===== src/rtl/msa_update_controller.sv =====
// msa_update_controller: shadow/live MSA attribute registers with stream-safe commit and post-commit quiesce.
// Live values load atomically from shadow only at an active-line BS, or after a timeout if the stream stalls.
module msa_update_controller #(
    parameter int TIMEOUT_CYCLES = 2097152,
    parameter bit START_ENABLED  = 1'b0
) (
    input  logic        clk,
    input  logic        reset,
    input  logic        cfg_wr_en,
    input  logic [3:0]  cfg_addr,
    input  logic [23:0] cfg_wr_data,
    input  logic        cfg_commit,
    input  logic        cfg_enable,
    output logic        cfg_busy,
    output logic        cfg_wr_err,
    output logic        commit_forced,
    input  logic [72:0] in_data,
    output logic        msa_active,
    output logic [23:0] M_value,
    output logic [23:0] N_value,
    output logic [11:0] H_visible,
    output logic [11:0] V_visible,
    output logic [11:0] H_total,
    output logic [11:0] V_total,
    output logic [11:0] H_sync_width,
    output logic [11:0] V_sync_width,
    output logic [11:0] H_start,
    output logic [11:0] V_start,
    output logic [14:0] msa_flags
);
    localparam logic [8:0]  BS        = 9'b110111100;
    localparam int          TW        = $clog2(TIMEOUT_CYCLES + 1);
    localparam logic [14:0] FLAGS_RST = 15'h2000;
    typedef enum logic [1:0] {IDLE, PENDING, COMMIT, QUIESCE} state_t;
    state_t state_q, state_d;
    logic [TW-1:0] cnt_q, cnt_d;
    logic [5:0][23:0] sh_q, live_q;
    logic [14:0] shf_q, livef_q;
    logic s1_q, last_vb_q, last_vb_d, forced_q, forced_d, en_q, en_d, act_q, err_q;
    logic slot0, vb0, vb1, safe, prev0, vb_exit, wr_ok, unused_bits;
    assign unused_bits = ^in_data[72:18];
    assign slot0 = in_data[8:0] == BS;
    assign vb0 = in_data[9];
    assign vb1 = in_data[0];
    assign safe = (slot0 && !vb0) || (s1_q && !vb1);
    // a slot1 BS from the previous cycle precedes this cycle's slot0 BS in stream order
    assign prev0 = s1_q ? vb1 : last_vb_q;
    assign vb_exit = (s1_q && vb1 && !last_vb_q) || (slot0 && vb0 && !prev0);
    assign last_vb_d = slot0 ? vb0 : (s1_q ? vb1 : last_vb_q);
    assign cfg_busy = state_q != IDLE;
    assign wr_ok = cfg_wr_en && !cfg_busy;
    always_comb begin
        state_d  = state_q;
        cnt_d    = cnt_q;
        forced_d = forced_q;
        en_d     = en_q;
        case (state_q)
            IDLE: if (cfg_commit) begin
                state_d = PENDING;
                cnt_d   = '0;
            end
            PENDING: begin
                cnt_d = cnt_q + 1'b1;
                if (safe) begin
                    state_d  = COMMIT;
                    forced_d = 1'b0;
                end else if (cnt_q == TW'(TIMEOUT_CYCLES - 1)) begin
                    state_d  = COMMIT;
                    forced_d = 1'b1;
                end
            end
            COMMIT: begin
                cnt_d   = '0;
                en_d    = 1'b1;
                state_d = QUIESCE;
            end
            default: state_d = vb_exit ? IDLE : QUIESCE;
        endcase
    end
    always_ff @(posedge clk or posedge reset) begin
        if (reset) begin
            state_q   <= IDLE;
            cnt_q     <= '0;
            s1_q      <= 1'b0;
            last_vb_q <= 1'b1;
            forced_q  <= 1'b0;
            en_q      <= START_ENABLED;
            act_q     <= 1'b0;
            err_q     <= 1'b0;
        end else begin
            state_q   <= state_d;
            cnt_q     <= cnt_d;
            s1_q      <= in_data[17:9] == BS;
            last_vb_q <= last_vb_d;
            forced_q  <= forced_d;
            en_q      <= en_d;
            act_q     <= cfg_enable && en_d && (state_d != QUIESCE);
            err_q     <= cfg_busy && (cfg_wr_en || cfg_commit);
        end
    end
    always_ff @(posedge clk or posedge reset) begin
        if (reset) begin
            sh_q    <= '0;
            shf_q   <= FLAGS_RST;
            live_q  <= '0;
            livef_q <= FLAGS_RST;
        end else begin
            if (wr_ok && cfg_addr < 4'd6) sh_q[cfg_addr[2:0]] <= cfg_wr_data;
            if (wr_ok && cfg_addr == 4'd6) shf_q <= cfg_wr_data[14:0];
            if (state_q == COMMIT) begin
                live_q  <= sh_q;
                livef_q <= shf_q;
            end
        end
    end
    assign cfg_wr_err    = err_q;
    assign commit_forced = forced_q;
    assign msa_active    = act_q;
    assign M_value       = live_q[0];
    assign N_value       = live_q[1];
    assign H_visible     = live_q[2][11:0];
    assign V_visible     = live_q[2][23:12];
    assign H_total       = live_q[3][11:0];
    assign V_total       = live_q[3][23:12];
    assign H_sync_width  = live_q[4][11:0];
    assign V_sync_width  = live_q[4][23:12];
    assign H_start       = live_q[5][11:0];
    assign V_start       = live_q[5][23:12];
    assign msa_flags     = livef_q;
endmodule


===== config.mk =====
export PLATFORM = sky130hd
export DESIGN_NAME = msa_update_controller
export DESIGN_NICKNAME = d
export VERILOG_FILES = /design/src/rtl/msa_update_controller.sv
export SDC_FILE = /design/constraint.sdc
export NUM_CORES = 1
export LEC_CHECK = 0
export ABC_AREA = 1
export BUFFER_PORTS_ARGS = -buffer_cell sky130_fd_sc_hd__buf_2
export CORE_MARGIN = 4
export CORE_UTILIZATION = 59
export DETAILED_ROUTE_END_ITERATION = 16
export PLACE_DENSITY = 0.91
export REMOVE_ABC_BUFFERS = 1
export SYNTH_ARGS = -nofsm -noshare
export SYNTH_HDL_FRONTEND = slang
export SYNTH_SLANG_ARGS = --single-unit

===== constraint.sdc =====
create_clock -name clk -period 29.4 [get_ports clk]
set_clock_uncertainty 0.1 [all_clocks]
set_input_delay 2.94 -clock clk [delete_from_list [all_inputs] [get_ports clk]]
set_output_delay 2.94 -clock clk [all_outputs]
set_load 0.05 [all_outputs]

==> After elaboration in Yosys (flattened, before gate mapping) <==
Cells that the tools add are included.
{ "classes": {"mul": 0, "order_cmp": 3, "addsub": 1, "n_shift": 0, "n_mux": 15, "div_mod_pow": 0, "n_bitwise": 0, "reduce_logical": 27, "n_eq_ne": 8} }
{ "ops": {"columns": ["op", "n"], "rows": [
  ["bitwise mux 144 bit", 1],
  ["demux 24 bit (select 3 bit)", 1],
  ["one-hot mux 22 bit (3 select lines)", 1],
  ["2-to-1 mux 24 bit", 1],
  ["adder 22 x 1 -> 22 bit (second input constant)", 1],
  ["== test 22 x 21 -> 1 bit (second input constant)", 1],
  ["2-to-1 mux 22 bit", 1],
  ["== test 9 bit (second input constant)", 2],
  ["logical AND 1 bit", 13],
  ["2-to-1 mux 2 bit", 4],
  ["one-hot mux 2 bit (3 select lines)", 1],
  ["logical NOT 1 bit", 5],
  ["2-to-1 mux 1 bit", 5],
  ["== test 4 x 3 -> 1 bit (second input constant)", 1],
  ["less-than comparator 3 x 4 -> 1 bit (second input constant)", 1],
  ["less-than comparator 4 x 3 -> 1 bit (second input constant)", 1],
  ["inequality test 2 bit (second input constant)", 2],
  ["AND reduction 2 bit", 2],
  ["nonzero test 2 bit", 2],
  ["greater-or-equal comparator 3 x 1 -> 1 bit (second input constant)", 1],
  ["logical OR 1 bit", 3],
  ["nonzero test 3 bit", 1],
  ["== test 2 x 1 -> 1 bit (second input constant)", 1],
  ["== test 2 bit (second input constant)", 1],
  ["logical NOT 2 bit", 1]
]} }
{ "totals": {"memories": 0, "in_bits": 106, "latch_bits": 0, "ram_bits": 0, "out_inout_bits": 163, "rom_bits": 0, "register_bits": 348} }

==> Longest topological paths before layout <==
Gate-level depths: netlist of the first run.
{ "depth": {"depth_word": 8, "depth_mapped": 9} }

==> Worst setup path before layout of the first run <==
OpenSTA, ideal clock, no wires.
{ "synth_path": {"path_type": "input-to-reg", "from": "input port cfg_addr[0]", "to": "register sh_q[116] (netlist bit)", "t_required_ns": 29.174, "slack_ns": 25.413, "setup_ns": 0.126, "arrival_time_ns": 3.761, "stages": 6, "cell_sequence": "inv_1 nand3_4 nor4_2 buf_4 buf_6 o21ai_0"} }
{ "synth_between": {"elab_chain_cells": 5} }
{ "synth_rtl": {"columns": ["item", "line_no", "rtl"], "rows": [
  ["start, declared", "10", "input logic [3:0] cfg_addr,"],
  ["less-than comparator 3 x 4 -> 1 bit (implied by the code) or greater-or-equal comparator 3 x 1 -> 1 bit (tied branches)", "108", "if (wr_ok && cfg_addr < 4'd6) sh_q[cfg_addr[2:0]] <= cfg_wr_data;"],
  ["logical AND 1 bit (implied by the code)", "108", null],
  ["2-to-1 mux 24 bit (implied by the code)", "108", null],
  ["demux 24 bit (select 3 bit)", "108", null],
  ["bitwise mux 144 bit", "108", null],
  ["end signal, assigned by index", "108", null],
  ["end, declared", "37", "logic [5:0][23:0] sh_q, live_q;"]
]} }
Parallel ways exist; a longest one is shown, timed or not.
A chain may end at the register's enable or synchronous reset.

==> flow_metrics.env, run 1 <==
export IMPL_powerDensity_nw_per_um2=112
export IMPL_fmax_mhz=195
export IMPL_crit_type="in2async"
export IMPL_synth_simple_gate_area_frac=0.191
export IMPL_die_y_microns=160
export IMPL_syn_to_final_growth_pct=16.5
export IMPL_crit_fanout=101
export IMPL_period_minus_slack_ps=5130
export IMPL_muxShareOfSynthArea=0
export IMPL_worstPathRequired_ps=29780
export IMPL_nNetsFinal=1774
export IMPL_dieArea_sq_um=25700
export IMPL_grt_pass1_wl_mm=53.6
export IMPL_slew_headroom=0.245
export IMPL_worst_r2r_endpoint="M_value[3]$_DFFE_PP0P_"
export IMPL_synth_main_ff_cell="dfrtp_1"
export IMPL_insertion_delay_ps=510
export IMPL_layout_commonest_cell="nand2_1"
export IMPL_gp_congestion=0.851
export IMPL_endpoint_kind="asynchronous set/reset pin"
export IMPL_synth_async_reset_ratio=1.00
export IMPL_status="complete, no violations"
export IMPL_cts_sinks=348
export IMPL_maxCapViolCount=0
export IMPL_clk_pin_slew_ps=60
export IMPL_timing_rr_start="state_q[1]$_DFF_PP0_"
export IMPL_setup_viol=0
export IMPL_r2r_slack_ps=26630
export IMPL_synthTopCellsByArea="dfrtp_1, nand2_1, o21ai_0, inv_1, o21ai_1"
export IMPL_hold_viol=0
export IMPL_synth_cell_area_sq_um=13700
export IMPL_slew_viol_final=0
export IMPL_ctsHoldBuffers=0
export IMPL_ant_nets=0
export IMPL_whs_endpoint="H_start[5]$_DFFE_PP0P_"
export IMPL_hpwl_mm=20.2
export IMPL_synth_xor_area_frac=0.000640
export IMPL_cts_tree="built"
export IMPL_min_delay_start="H_start[5]$_DFFE_PP0P_"
export IMPL_synth_cell_types=35
export IMPL_startpoint_type="input port"
export IMPL_synth_compound_area_frac=0.104
export IMPL_core_area_sq_um=22700
export IMPL_yosysTopAreaCell="dfrtp_1"
export IMPL_vias=10560
export IMPL_grt_pass1_vias=10770
export IMPL_antenna_cells=0
export IMPL_netlist_instances=1476
export IMPL_initial_core_util=0.602
export IMPL_drcViolationCount=0
export IMPL_post_cts_resized=0
export IMPL_design_area_sq_um=15900
export IMPL_hp_class="reg2reg"
export IMPL_worstPathArrival_ps=5510
export IMPL_cts_root_buf="clkbuf_16"
export IMPL_antenna_found_initial=0
export IMPL_grt_max_degree=125
export IMPL_fin_crit_sh=0.174
export IMPL_ys_warn_count=0
export IMPL_peakVddDrop_v=0.0000886
export IMPL_rows=55
export IMPL_worstMarginPinSlew_ps=1130
export IMPL_cts_buffers=36
export IMPL_hold_path_depth=2
export IMPL_synth_edf_count=0
export IMPL_layout_common_cells="nand2_1, dfrtp_1, buf_2, o21ai_0, inv_1"
export IMPL_reg2regPathDepth=5
export IMPL_yosysSeqAreaShare=0.637
export IMPL_synth_fa_ha_area_frac=0.000915
export IMPL_routedWlPerCell_microns=16.3
export IMPL_drive_gt1_frac=0.183
export IMPL_hold_slack_ps=362
export IMPL_drt_iter0_markers=844
export IMPL_grt_setup_unrepaired="false"
export IMPL_via_per_inst=5.34
export IMPL_synth_top_area_share=0.631
export IMPL_wirelength_mm=32.2
export IMPL_clockBufferDepth=3
export IMPL_overflow=0
export IMPL_htreeDepth=2
export IMPL_die_w_microns=160
export IMPL_grt_total_usage=0.255
export IMPL_dr_pass1_iters=5
export IMPL_syn_area_per_cell_sq_um=9.27
export IMPL_p_leak_nw=8.58
export IMPL_fin_tns_setup_ps=0
export IMPL_fillerInstances=1619
export IMPL_ys_ff_latch=348
export IMPL_port_buffer_count=213
export IMPL_post_cts_setup_buffer_count=0
export IMPL_placed_area_sq_um=14800
export IMPL_ioPinCount=269
export IMPL_synth_top_family_by_area="simple AND/OR/NAND/NOR gates"
==> kinds of logic (layout without fill, tap and decap cells) <==
group / count (synthesis) / after routing
simple gates: 659 / 659
flops: 348 / 348
compound gates: 269 / 269
buf+inv: 198 / 414
fa+ha+maj: 1 / 1
xor+xnor: 1 / 1
==> worst max path at each step <==
stage	cells past startpoint	slack, ps	startpoint	to
final	4	24270	reset	H_start[4]$_DFFE_PP0P_
after global routing	4	23830	reset	M_value[10]$_DFFE_PP0P_
after CTS	4	24160	reset	V_visible[1]$_DFFE_PP0P_
after detailed placement	4	23620	reset	sh_q[71]$_DFFE_PP0P_
after global placement	4	23670	reset	sh_q[43]$_DFFE_PP0P_
after floorplan	1	16710	reset	H_start[0]$_DFFE_PP0P_
==> state kept, by name, summed over array words and instances (netlist names) <==
| register | flops |
|---|---|
| s1_q | 1 |
| H_visible | 12 |
| V_visible | 12 |
| commit_forced | 1 |
| cfg_wr_err | 1 |
| V_total | 12 |
| en_q | 1 |
| shf_q | 15 |
| state_q | 2 |
| V_start | 12 |
| cnt_q | 22 |
| sh_q | 144 |
| M_value | 24 |
| H_sync_width | 12 |
| msa_flags | 15 |
| V_sync_width | 12 |
| H_total | 12 |
| last_vb_q | 1 |
| H_start | 12 |
| N_value | 24 |
| msa_active | 1 |
==> metal layers <==
layer / part of all wire / global-route usage / up-vias
met3: 0.062 / 0.0503 / 92
met1: 0.39 / 0.317 / 5119
li1: - / - / 5008
met4: 0.038 / 0.106 / 0
met2: 0.51 / 0.439 / 341
met5: 0 / 0 / -
==> critical path, stage by stage <==
cell	delay, ps
buf_2	130
inv_8	450
buf_4	900
buf_4	890
==> cells in the mapped netlist, types with 2 or more instances <==
library cell	number
a21oi_1	10
buf_2	31
buf_4	2
buf_6	16
clkbuf_1	21
dfrtp_1	345
dfstp_2	3
inv_1	127
nand2_1	572
nand3_1	29
nand4_1	4
nor2_1	36
nor2_4	2
nor3_1	6
nor4_2	2
o21ai_0	168
o21ai_1	70
o21ai_2	14
or2_2	2
==> metrics by stage <==
stage	cells	utilization	power, W	worst slack, ps
after floorplan	1406	-	0.00117	16710
after global placement	1914	0.651	0.00131	23670
after detailed placement	1914	0.651	0.00134	23620
after CTS	1977	0.702	0.00179	24160
after global routing	1977	0.702	0.00187	23830
final	1977	0.702	0.00178	24270
==> power breakdown <==
group	total, W	leakage, nW	internal (W)	switching (W)
logic	0.000615	3.69	0.000135	0.000480
registers	0.000723	4.33	0.000641	0.0000820
clock network	0.000442	0.566	0.000263	0.000179
total	0.00178	8.58	0.00104	0.000741
==> area by class of cell <==
type / instances / area [sq um] / share of cell area
clock buffers: 58 / 1090 / 0.0687
clock inverters: 5 / 57.6 / 0.00361
multi-input cells: 930 / 4080 / 0.256
well taps: 285 / 357 / 0.0224
inverters: 128 / 493 / 0.0309
repair buffers: 223 / 1140 / 0.0716
flip-flops and latches: 348 / 8710 / 0.547
Power figures use the tool's default switching activity.
==> inputs of run 2 (changes only) <==
CORE_UTILIZATION = 55   (was 59)
PLACE_DENSITY = 0.86   (was 0.91)
clock period = 4.97 ns   (was 29.4 ns; I/O delays follow)
==> flow_metrics.env, run 2 (synthesized netlist as in run 1, its figures left out) <==
export IMPL_m1WireLength_mm=13.1
export IMPL_hold_slack_ps=47.3
export IMPL_crit_type="reg2reg"
export IMPL_crit_fanout=48
export IMPL_timing_rr_start="state_q[0]$_DFF_PP0_"
export IMPL_clk_pin_slew_ps=60
export IMPL_period_minus_slack_ps=2420
export IMPL_p_leak_nw=8.60
export IMPL_peakVddDrop_v=0.000483
export IMPL_ioPinCount=269
export IMPL_cp_num_cells=5
export IMPL_slew_viol_final=0
export IMPL_post_cts_setup_buffer_count=0
export IMPL_met3_length_mm=2.29
export IMPL_cp_common_cell="nand2_2"
export IMPL_worstPathRequired_ps=5260
export IMPL_layout_common_cells="nand2_1, dfrtp_1, buf_2, o21ai_0, inv_1"
export IMPL_layout_commonest_cell="nand2_1"
export IMPL_dieArea_sq_um=27500
export IMPL_overflow=0
export IMPL_top_layer="met4"
export IMPL_fin_tns_setup_ps=0
export IMPL_hpwl_mm=19.8
export IMPL_cts_sinks=348
export IMPL_syn_to_final_growth_pct=17.1
export IMPL_drt_iter0_markers=911
export IMPL_wirelength_mm=32.4
export IMPL_worstMarginPinSlew_ps=1190
export IMPL_htreeDepth=2
export IMPL_endpoint_kind="flip-flop"
export IMPL_slew_headroom=0.205
export IMPL_dr_pass1_iters=5
export IMPL_die_w_microns=166
export IMPL_core_area_sq_um=24400
export IMPL_reg2regPathDepth=5
export IMPL_slowest_stage="nand2_2"
export IMPL_routedWlPerCell_microns=16.0
export IMPL_grt_total_usage=0.237
export IMPL_status="complete, no violations"
export IMPL_drcViolationCount=0
export IMPL_clockBufferDepth=3
export IMPL_cts_tree="built"
export IMPL_grt_pass1_wl_mm=54.5
export IMPL_dp_cells=1953
export IMPL_startpoint_type="flip-flop"
export IMPL_maxCapViolCount=0
export IMPL_worstPathArrival_ps=2720
export IMPL_power_total_w=0.0105
export IMPL_startpoint="state_q[0]$_DFF_PP0_"
export IMPL_port_buffer_count=213
export IMPL_hold_viol=0
export IMPL_detailedPlace_worstSlack_ps=2530
export IMPL_ant_nets=0
export IMPL_grt_max_degree=133
export IMPL_largest_reg_flops=144
export IMPL_via_per_inst=5.25
export IMPL_critPathTopFamily="simple AND/OR/NAND/NOR gates"
export IMPL_critical_path_max_stage_delay_ps=720
export IMPL_fmax_mhz=413
export IMPL_post_cts_resized=0
export IMPL_worst_r2r_endpoint="sh_q[41]$_DFFE_PP0P_"
export IMPL_grt_pass1_vias=10643
export IMPL_die_y_microns=166
export IMPL_grt_setup_unrepaired="false"
export IMPL_stdcell_count=2018
export IMPL_cts_root_buf="clkbuf_16"
export IMPL_initial_core_util=0.561
export IMPL_top_register="sh_q"
export IMPL_drive_gt1_frac=0.186
export IMPL_vias=10604
export IMPL_crit_chain="nor2_4, nand2_2, a211oi_2, nand2_2, o21ai_0"
export IMPL_insertion_delay_ps=500
export IMPL_cts_buffers=36
export IMPL_routed_wl_met2_mm=15.5
export IMPL_ctsHoldBuffers=0
export IMPL_fin_crit_sh=0.488
export IMPL_powerDensity_nw_per_um2=656
export IMPL_nNetsFinal=1774
export IMPL_gp_congestion=0.848
export IMPL_fin_ws_ps=2550
export IMPL_crit_end="sh_q[41]$_DFFE_PP0P_"
export IMPL_antenna_found_initial=1
export IMPL_hp_class="in2async"
export IMPL_setup_viol=0
export IMPL_crit_buf_inv=0
export IMPL_rows=57
export IMPL_r2r_slack_ps=2550
-- run 2: cell types whose count changed in the layout (fill, tap and decap cells not counted), sizes merged --
| cell | delta |
|---|---|
| diode | +1 |
| clkinv | +5 |
| clkinvlp | +2 |
| clkbuf | -6 |
-- run 2: how the worst min path moves through the flow --
stage / to / slack [ps] / cells past startpoint / from
2_1_floorplan: en_q$_DFF_PP0_ / 330 / 1 / en_q$_DFF_PP0_
3_3_place_gp: en_q$_DFF_PP0_ / 340 / 1 / en_q$_DFF_PP0_
3_5_place_dp: en_q$_DFF_PP0_ / 340 / 1 / en_q$_DFF_PP0_
4_1_cts: s1_q$_DFF_PP0_ / 30 / 2 / in_data[10]
5_1_grt: s1_q$_DFF_PP0_ / 30 / 2 / in_data[10]
6_report: H_start[1]$_DFFE_PP0P_ / 50 / 2 / reset
-- run 2: routing by layer --
layer  up-vias  track usage
met5         -            0
met4         0        0.100
met3        92       0.0515
met2       406        0.388
met1      5084        0.311
li1       5022            -
-- run 2: cell type report --
cell class                 count  area (sq um)
antenna                        1          2.50
clock buffer                  52          1050
clock inverter                12           109
fill                        1895          8370
inverter                     128           493
multi-input combinational    930          4080
sequential                   348          8710
tap                          324           405
timing repair buffer         223          1170
-- run 2: through the flow --
stage	util	cell area [sq um]
after floorplan	-	13200
after global placement	0.609	14900
after detailed placement	0.609	14900
after CTS	0.657	16000
after global routing	0.657	16000
final	0.657	16000
-- run 2: power breakdown --
part           internal [W]  switching (W)
sequential          0.00379       0.000481
combinational      0.000803        0.00283
clock               0.00153        0.00107
total               0.00612        0.00438
==> inputs of run 3 (changes only) <==
clock period = 2.35 ns   (was 4.97 ns; I/O delays follow)
==> flow_metrics.env, run 3 (synthesized netlist as in run 1, its figures left out) <==
export IMPL_status="complete, no violations"
export IMPL_grt_max_degree=99
export IMPL_cts_buffers=36
export IMPL_worstPathRequired_ps=2670
export IMPL_grt_setup_unrepaired="false"
export IMPL_initial_core_util=0.561
export IMPL_worstPathArrival_ps=2410
export IMPL_clockBufferDepth=3
export IMPL_powerDensity_nw_per_um2=1370
export IMPL_startpoint_type="input port"
export IMPL_fin_crit_sh=0.891
export IMPL_timing_rr_start="state_q[0]$_DFF_PP0_"
export IMPL_via_per_inst=5.34
export IMPL_overflow=0
export IMPL_ioPinCount=269
export IMPL_slew_viol_final=0
export IMPL_peakVddDrop_v=0.000984
export IMPL_antenna_cells=0
export IMPL_vias=11031
export IMPL_htreeDepth=2
export IMPL_clk_pin_slew_ps=60
export IMPL_rows=57
export IMPL_setup_viol=0
export IMPL_worstMarginPinSlew_ps=638
export IMPL_multi_input_area_sq_um=4080
export IMPL_grt_pass1_wl_mm=55.8
export IMPL_slowest_stage="dlygate4sd3_1"
export IMPL_slew_headroom=0.575
export IMPL_dr_pass1_iters=5
export IMPL_critical_path_max_stage_delay_ps=570
export IMPL_grt_total_usage=0.245
export IMPL_internal_power_w=0.0132
export IMPL_p_leak_nw=8.85
export IMPL_largest_reg_flops=144
export IMPL_cp_common_cell="dlygate4sd3_1"
export IMPL_cts_sinks=348
export IMPL_insertion_delay_ps=510
export IMPL_routedWlPerCell_microns=16.5
export IMPL_wirelength_mm=34.0
export IMPL_crit_fanout=2
export IMPL_hold_viol=0
export IMPL_syn_to_final_growth_pct=21.3
export IMPL_antenna_found_initial=0
export IMPL_drcViolationCount=0
export IMPL_placed_area_sq_um=15000
export IMPL_cts_tree="built"
export IMPL_power_total_w=0.0227
export IMPL_dieArea_sq_um=27500
export IMPL_p_clk_frac=0.254
export IMPL_drt_iter0_markers=1037
export IMPL_core_area_sq_um=24400
export IMPL_critPathTopFamily="buffers and inverters"
export IMPL_top_register="sh_q"
export IMPL_period_minus_slack_ps=2090
export IMPL_gp_congestion=0.897
export IMPL_hp_class="in2reg"
export IMPL_design_area_sq_um=16600
export IMPL_fillerInstances=1775
export IMPL_crit_type="in2reg"
export IMPL_crit_buf_inv=4
export IMPL_combPwrFrac=0.346
export IMPL_crit_chain="dlygate4sd3_1, buf_2, nor2_1, dlygate4sd3_1, nand3_1, dlygate4sd3_1, a21boi_0"
export IMPL_hpwl_mm=20.8
export IMPL_swShare=0.418
export IMPL_grt_pass1_vias=10941
export IMPL_fmax_mhz=478
export IMPL_startpoint="in_data[1]"
export IMPL_min_delay_start="in_data[0]"
export IMPL_cts_root_buf="clkbuf_16"
export IMPL_pwr_share_seq=0.400
export IMPL_endpoint_kind="flip-flop"
export IMPL_layout_commonest_cell="nand2_1"
export IMPL_p_switching_w=0.00946
export IMPL_post_cts_resized=0
export IMPL_drive_gt1_frac=0.190
export IMPL_port_buffer_count=213
export IMPL_layout_common_cells="nand2_1, dfrtp_1, buf_2, o21ai_0, inv_1"
export IMPL_die_w_microns=166
export IMPL_ant_nets=0
export IMPL_die_y_microns=166
export IMPL_nNetsFinal=1820
export IMPL_seq_area_sq_um=8710
export IMPL_maxCapViolCount=0
run 3: tightest hold or removal path: stages:
cell and delay, ps:
buf_2 110, inv_1 50, nand2_1 70, nand4_1 100, nand2_1 50
run 3: layout make-up:
type / instances / area share
Clock buffer: 54 / 0.0669
Clock inverter: 11 / 0.00641
Inverter: 128 / 0.0297
Multi-Input combinational cell: 930 / 0.246
Sequential cell: 348 / 0.525
Tap cell: 324 / 0.0244
Timing Repair Buffer: 269 / 0.101
run 3: timing repair:
| item | 4_1_cts | 5_1_grt |
|---|---|---|
| hold endpoints to repair | 196 | 0 |
| setup buffers | 0 | 0 |
| hold buffers | 33 | 0 |
run 3: power groups by stage:
stage	Clock [W]	Combinational, W	Sequential (W)
global route	0.00608	0.00841	0.00927
finish	0.00574	0.00784	0.00906
global placement	0	0.00751	0.00899
floorplan	0	0.00203	0.0126
detailed placement	0	0.00775	0.00908
CTS	0.00581	0.00787	0.00902
run 3: path summary, 6_finish.rpt:
check                                       endpoint  slack [ps]  cells after the start
setup / recovery                 last_vb_q$_DFF_PP1_         260                      7
hold / removal             commit_forced$_DFFE_PP0P_          50                      5
setup reg to reg                sh_q[75]$_DFFE_PP0P_         440                      7
hold reg to reg                       en_q$_DFF_PP0_         360                      1
max in group asynchronous       sh_q[67]$_DFFE_PP0P_        1150                      4
min in group asynchronous  msa_flags[12]$_DFFE_PP0P_         230                      3
run 3: layer usage:
| layer | up-vias | routed length (microns) | GRT usage |
|---|---|---|---|
| met3 | 111 | 2320 | 0.0489 |
| met4 | 0 | 1550 | 0.108 |
| met1 | 5352 | 13700 | 0.317 |
| met2 | 447 | 16500 | 0.406 |
| li1 | 5121 | - | - |
| met5 | - | 0 | 0 |
run 3: metrics by stage:
stage               hold slack [ps]  utilization  TNS (ps)  setup slack [ps]  instances
floorplan                       205            -  -2841070             -7630       1406
global placement                212        0.617         0               517       1966
detailed placement              218        0.617         0               439       1966
CTS                            19.5        0.680         0               331       2064
global route                   47.7        0.680         0               209       2064
finish                         46.0        0.680         0               257       2064
